[config.mk]
export PLATFORM = sky130hd
export DESIGN_NAME = p4_mem_flat
export DESIGN_NICKNAME = d
export VERILOG_FILES = /design/src/rtl/p4_mem_if.sv /design/src/rtl/p4_mem.sv /design/src/flat_wrapper.sv
export SDC_FILE = /design/constraint.sdc
export NUM_CORES = 1
export LEC_CHECK = 0
export ABC_AREA = 1
export CAP_MARGIN = 0
export CORE_MARGIN = 10
export CORE_UTILIZATION = 44
export CTS_CLUSTER_SIZE = 14
export DETAILED_ROUTE_END_ITERATION = 8
export PLACE_DENSITY = 0.8
export SETUP_SLACK_MARGIN = 0.4
export SYNTH_ARGS = -nofsm -noshare
export SYNTH_HDL_FRONTEND = slang
export SYNTH_SLANG_ARGS = --single-unit
export TNS_END_PERCENT = 30
[constraint.sdc]
create_clock -name i_clk -period 2.67 [get_ports i_clk]
set_clock_uncertainty 0.1 [all_clocks]
set_input_delay 0.801 -clock i_clk [delete_from_list [all_inputs] [get_ports i_clk]]
set_output_delay 0.801 -clock i_clk [all_outputs]
set_load 0.1 [all_outputs]
[src/rtl/p4_mem_if.sv]
// Data-memory bus between the P4 memory stage and the memory subsystem.
// The master issues a request; the slave grants it and later returns a response.
interface p4_mem_if;
  logic        mem_req;
  logic        mem_gnt;
  logic        mem_we;
  logic [31:0] mem_addr;
  logic [31:0] mem_wdata;
  logic [3:0]  mem_wstrb;
  logic        mem_rvalid;
  logic [31:0] mem_rdata;
  logic        mem_err;

  modport master (
    output mem_req, mem_we, mem_addr, mem_wdata, mem_wstrb,
    input  mem_gnt, mem_rvalid, mem_rdata, mem_err
  );

  modport slave (
    input  mem_req, mem_we, mem_addr, mem_wdata, mem_wstrb,
    output mem_gnt, mem_rvalid, mem_rdata, mem_err
  );
endinterface

[src/rtl/p4_mem.sv]
// P4 memory stage: issues one load/store per instruction on the data bus,
// stalling the pipeline until the response arrives or the access times out.
module p4_mem #(
  parameter int unsigned TIMEOUT_CYCLES = 16
) (
  input  logic        i_clk,
  input  logic        i_rst_n,
  input  logic        i_valid,
  input  logic        i_mem_rd,
  input  logic        i_mem_wr,
  input  logic [2:0]  i_funct3,
  input  logic [31:0] i_alu_out,
  input  logic [31:0] i_rd_data2,
  output logic        o_stall,
  output logic [31:0] o_load_data,
  output logic        o_done,
  output logic        o_misaligned,
  output logic        o_bus_err,
  p4_mem_if.master    mem
);

  localparam int unsigned CW = $clog2(TIMEOUT_CYCLES + 1);

  typedef enum logic [1:0] {IDLE, REQ, RESP, DONE} state_t;

  state_t      state, state_d;
  logic [CW-1:0] cnt;
  logic        req_q, we_q;
  logic [31:0] addr_q, wdata_q;
  logic [3:0]  wstrb_q;
  logic [2:0]  f3_q;
  logic [1:0]  alo_q;

  logic        is_mem, aligned, start, timeout, resp_ok, finish;
  logic [3:0]  wstrb_n;
  logic [31:0] wdata_n, shifted, load_ext;
  logic [7:0]  byte_sel;
  logic [15:0] half_sel;

  // funct3[1:0]: 00 byte, 01 half, anything else behaves as a word
  always_comb begin
    is_mem  = i_valid & (i_mem_rd | i_mem_wr);
    unique case (i_funct3[1:0])
      2'b00:   aligned = 1'b1;
      2'b01:   aligned = ~i_alu_out[0];
      default: aligned = (i_alu_out[1:0] == 2'b00);
    endcase
    start        = (state == IDLE) & is_mem & aligned;
    o_misaligned = (state == IDLE) & is_mem & ~aligned;
    o_stall      = start | (state == REQ) | (state == RESP);
  end

  always_comb begin
    wstrb_n = '0;
    wdata_n = '0;
    if (i_mem_wr) begin
      unique case (i_funct3[1:0])
        2'b00: begin
          wstrb_n = 4'b0001 << i_alu_out[1:0];
          wdata_n = {4{i_rd_data2[7:0]}};
        end
        2'b01: begin
          wstrb_n = 4'b0011 << {i_alu_out[1], 1'b0};
          wdata_n = {2{i_rd_data2[15:0]}};
        end
        default: begin
          wstrb_n = 4'hF;
          wdata_n = i_rd_data2;
        end
      endcase
    end
  end

  always_comb begin
    shifted  = mem.mem_rdata >> {alo_q, 3'b000};
    byte_sel = shifted[7:0];
    half_sel = alo_q[1] ? mem.mem_rdata[31:16] : mem.mem_rdata[15:0];
    unique case (f3_q)
      3'b000:  load_ext = {{24{byte_sel[7]}}, byte_sel};
      3'b100:  load_ext = {24'h0, byte_sel};
      3'b001:  load_ext = {{16{half_sel[15]}}, half_sel};
      3'b101:  load_ext = {16'h0, half_sel};
      default: load_ext = mem.mem_rdata;
    endcase
  end

  // In RESP a response beats a simultaneous timeout; in REQ the timeout wins over a grant
  always_comb begin
    timeout = (cnt == CW'(TIMEOUT_CYCLES - 1));
    resp_ok = (state == RESP) & mem.mem_rvalid;
    finish  = resp_ok | (((state == REQ) | (state == RESP)) & timeout);
    state_d = state;
    unique case (state)
      IDLE: if (start) state_d = REQ;
      REQ:  if (timeout) state_d = DONE;
            else if (mem.mem_gnt) state_d = RESP;
      RESP: if (finish) state_d = DONE;
      DONE: state_d = IDLE;
      default: state_d = IDLE;
    endcase
  end

  always_ff @(posedge i_clk or negedge i_rst_n) begin
    if (!i_rst_n) begin
      state       <= IDLE;
      cnt         <= '0;
      req_q       <= 1'b0;
      we_q        <= 1'b0;
      addr_q      <= '0;
      wdata_q     <= '0;
      wstrb_q     <= '0;
      f3_q        <= '0;
      alo_q       <= '0;
      o_load_data <= '0;
      o_done      <= 1'b0;
      o_bus_err   <= 1'b0;
    end else begin
      state     <= state_d;
      o_done    <= (state_d == DONE);
      o_bus_err <= 1'b0;
      if (start) begin
        cnt     <= '0;
        req_q   <= 1'b1;
        we_q    <= i_mem_wr;
        addr_q  <= {i_alu_out[31:2], 2'b00};
        wdata_q <= wdata_n;
        wstrb_q <= wstrb_n;
        f3_q    <= i_funct3;
        alo_q   <= i_alu_out[1:0];
      end else if ((state == REQ) | (state == RESP)) begin
        cnt <= cnt + CW'(1);
      end
      if ((state == REQ) & (mem.mem_gnt | timeout))
        req_q <= 1'b0;
      if (finish) begin
        o_load_data <= (resp_ok & ~we_q) ? load_ext : '0;
        o_bus_err   <= resp_ok ? mem.mem_err : 1'b1;
      end
    end
  end

  assign mem.mem_req   = req_q;
  assign mem.mem_we    = we_q;
  assign mem.mem_addr  = addr_q;
  assign mem.mem_wdata = wdata_q;
  assign mem.mem_wstrb = wstrb_q;

endmodule

[src/flat_wrapper.sv]
// flat-port wrapper written by rule: the top's interface ports become plain ports
module p4_mem_flat 
#(
  parameter int unsigned TIMEOUT_CYCLES = 16
)
  (i_clk, i_rst_n, i_valid, i_mem_rd, i_mem_wr, i_funct3, i_alu_out, i_rd_data2, o_stall, o_load_data, o_done, o_misaligned, o_bus_err, mem_mem_req, mem_mem_we, mem_mem_addr, mem_mem_wdata, mem_mem_wstrb, mem_mem_gnt, mem_mem_rvalid, mem_mem_rdata, mem_mem_err);
  p4_mem_if mem_i ();
  input  logic i_clk;
  input  logic i_rst_n;
  input  logic i_valid;
  input  logic i_mem_rd;
  input  logic i_mem_wr;
  input  logic [2:0] i_funct3;
  input  logic [31:0] i_alu_out;
  input  logic [31:0] i_rd_data2;
  output logic o_stall;
  output logic [31:0] o_load_data;
  output logic o_done;
  output logic o_misaligned;
  output logic o_bus_err;
  output wire logic [$bits(mem_i.mem_req)-1:0] mem_mem_req;
  output wire logic [$bits(mem_i.mem_we)-1:0] mem_mem_we;
  output wire logic [$bits(mem_i.mem_addr)-1:0] mem_mem_addr;
  output wire logic [$bits(mem_i.mem_wdata)-1:0] mem_mem_wdata;
  output wire logic [$bits(mem_i.mem_wstrb)-1:0] mem_mem_wstrb;
  input wire logic [$bits(mem_i.mem_gnt)-1:0] mem_mem_gnt;
  input wire logic [$bits(mem_i.mem_rvalid)-1:0] mem_mem_rvalid;
  input wire logic [$bits(mem_i.mem_rdata)-1:0] mem_mem_rdata;
  input wire logic [$bits(mem_i.mem_err)-1:0] mem_mem_err;
  assign mem_mem_req = mem_i.mem_req;
  assign mem_mem_we = mem_i.mem_we;
  assign mem_mem_addr = mem_i.mem_addr;
  assign mem_mem_wdata = mem_i.mem_wdata;
  assign mem_mem_wstrb = mem_i.mem_wstrb;
  assign mem_i.mem_gnt = mem_mem_gnt;
  assign mem_i.mem_rvalid = mem_mem_rvalid;
  assign mem_i.mem_rdata = mem_mem_rdata;
  assign mem_i.mem_err = mem_mem_err;
  p4_mem #(.TIMEOUT_CYCLES(TIMEOUT_CYCLES)) u_core (.i_clk(i_clk), .i_rst_n(i_rst_n), .i_valid(i_valid), .i_mem_rd(i_mem_rd), .i_mem_wr(i_mem_wr), .i_funct3(i_funct3), .i_alu_out(i_alu_out), .i_rd_data2(i_rd_data2), .o_stall(o_stall), .o_load_data(o_load_data), .o_done(o_done), .o_misaligned(o_misaligned), .o_bus_err(o_bus_err), .mem(mem_i));
endmodule
==> impl_results.md <==
- Status: completed
- Startpoint Class: primary input
- Period utilization: 93.1%
- Initial antenna violation count: 0
- Max-Cap Viols: 0
- Hold Buf Count CTS: 0
- Flop2flop setup slack: 0.76 ns
- CTS clk-pin slew, worst paths: 0.05 ns
- Hold Crit Class: in -> async
- Slew margin rel.: 65.2%
- Dpl ws: -0.348 ns
- Sequential share of the synthesized area: 51.5%
- Final WL: 18100 um
- Synth Area per Inst: 7.67 sq um
- Largest net degree at the start of global routing: 57
- Arr. time, crit path: 1.58 ns
- Setup violators final: 0
- Layout area overhead: 49.8%
- Final worst path period need: 2.49 ns
- DRC errors left: 0
- Vias per inst: 4.89
- Port bufs: 210
- Drt first pass iters: 7
- Flip-flop and latch count after synthesis: 114
- Post-synthesis cell count: 722
- DR vias: 5513
- Core area: 12200 sq um
- Root buffer cell: clkbuf_16
- Reg-to-Reg End: u_core.mem.mem_wdata[4]
- Most frequent cells in the layout: nand2_1 (303), buf_4 (131), dfrtp_1 (114)
- Critical Path RT: 1.77 ns
- Iter 0 DRT Violations: 396
- Fmax: 402 MHz
- Crit end category: output port
- Routability cong.: 0.844
- Placed wire-length estimate: 13400 um
- Worst r2r src: u_core.state[0]
- Final Slew Violations: 0
- Critical path fanouts, max: 2
- GRT overflow: 0
- Die area: 17500 sq um
- Critical path class: in -> out
- CTS tree: built
- Global-route wire length before repair: 29200 um
- Synthesized area: 5540 sq um
- Row Count: 40
- Number of global-route vias before repair: 5685
- Synth Warn #: 0
- H-tree depth reported by CTS: 4
- Final worst slack: 0.184 ns
- Setup crit start: i_mem_rd
- Most common cell after layout, fill and taps aside: nand2_1
- Synth cell types: 27
- Worst slew pin tran: 0.522 ns
- R2R cell count: 10
- Initial Utilization: 45.5%
- Die outline width: 132 um
- CTS Sinks: 114
- Clock Latency Late Sink: 0.41 ns
- Number of diodes: 0
- GRT Util Overall: 20.7%
- NumNets Final: 1061
- Antenna viol nets, final: 0
- RSZ-0062 raised after global routing: true
- Layout cell share with drive strength beyond 1: 20.0%
- Wire per inst: 16.1 um
- Ports: 213
- CTS max path bufs: 2
- CTS Buf Count: 17
- DIE HEIGHT: 132 um
- Hold violation count in the final report: 0
==> logic make-up after synthesis <==
group | count (synthesis) | share of synthesized area (%)
xor+xnor | 2 | 0.316
buf+inv | 87 | 7.39
flops | 114 | 51.5
simple gates | 401 | 28.3
fa+ha+maj | 6 | 1.36
compound gates | 111 | 11.0
other cells | 1 | 0.0677
==> per-stage QoR <==
| stage | cells | cell area [sq um] | hold WS (ns) | setup TNS (ns) | util [%] |
|---|---|---|---|---|---|
| 4_1_cts | 1125 | 8280 | 0.277 | 0 | 68.1 |
| 2_1_floorplan | 723 | 5580 | 0.362 | -0.110 | - |
| 5_1_grt | 1127 | 8300 | 0.291 | 0 | 68.2 |
| 3_3_place_gp | 1091 | 7670 | 0.364 | -5.63 | 63.1 |
| 3_5_place_dp | 1091 | 7670 | 0.367 | -8.35 | 63.1 |
| 6_report | 1127 | 8300 | 0.266 | 0 | 68.2 |
==> timing repair <==
action	CTS	global route
gates cloned	0	0
pin swaps	8	3
setup endpoints to repair	77	2
gates resized for setup	32	1
endpoints found under the hold margin	0	0
setup buffers	4	2
==> layer usage <==
layer  global-route usage (%)  wire [um]  vias to the layer above
li1                         -          -                     2712
met1                     24.2       7450                     2545
met2                     33.0       8480                      225
met3                     8.77       1740                       31
met4                     8.13        456                        0
met5                        0          0                        -
==> worst max path at each step <==
stage	endpoint	depth (start not counted)	slack (ns)
after floorplan	o_misaligned	5	-0.09
after global placement	o_misaligned	6	-0.32
after detailed placement	o_misaligned	6	-0.35
after CTS	o_stall	7	0.21
after global routing	o_stall	7	0.13
final	o_stall	6	0.18
==> cells in the mapped netlist (all sizes together) <==
| master | count | share of area (%) |
|---|---|---|
| conb | 1 | 0.068 |
| buf | 22 | 2.9 |
| nand3b | 2 | 0.27 |
| o21a | 2 | 0.27 |
| nand2 | 314 | 22 |
| a21oi | 22 | 2.0 |
| o21ai | 67 | 6.1 |
| dfrtp | 114 | 52 |
| nand3 | 13 | 1.2 |
| nand4 | 1 | 0.11 |
| and3 | 1 | 0.11 |
| nor2 | 67 | 4.5 |
| or2 | 1 | 0.11 |
| inv | 51 | 3.5 |
| nor3 | 2 | 0.27 |
| xor2 | 2 | 0.32 |
| o211ai | 20 | 2.7 |
| clkbuf | 14 | 0.95 |
| ha | 6 | 1.4 |
==> state kept, by name (all words and copies together) (netlist names) <==
register and cells:
u_core.mem.mem_req 1, u_core.o_done 1, u_core.o_load_data 32, u_core.cnt 5, u_core.f3_q 3, u_core.state 2, u_core.mem.mem_wdata 32, u_core.alo_q 2
u_core.mem.mem_wstrb 4, u_core.mem.mem_we 1, u_core.o_bus_err 1, u_core.mem.mem_addr 30
==> worst max-delay path, stage by stage <==
cell and delay [ns]:
dlygate4sd2_1 0.25, nor2_4 0.17, nor2_4 0.05, nand2_2 0.07
nand2_2 0.07, buf_12 0.17
==> cell type report <==
type,count,area [sq um]
clock buffer,25,495
clock inverter,5,52.6
fill,1031,3860
inverter,51,199
multi-input combinational,522,2340
sequential,114,2850
tap,168,210
timing repair buffer,242,2140
Power is left out: the tool's default activity adds up to more than one toggle a clock period on the data nets, which glitch-free logic cannot reach.
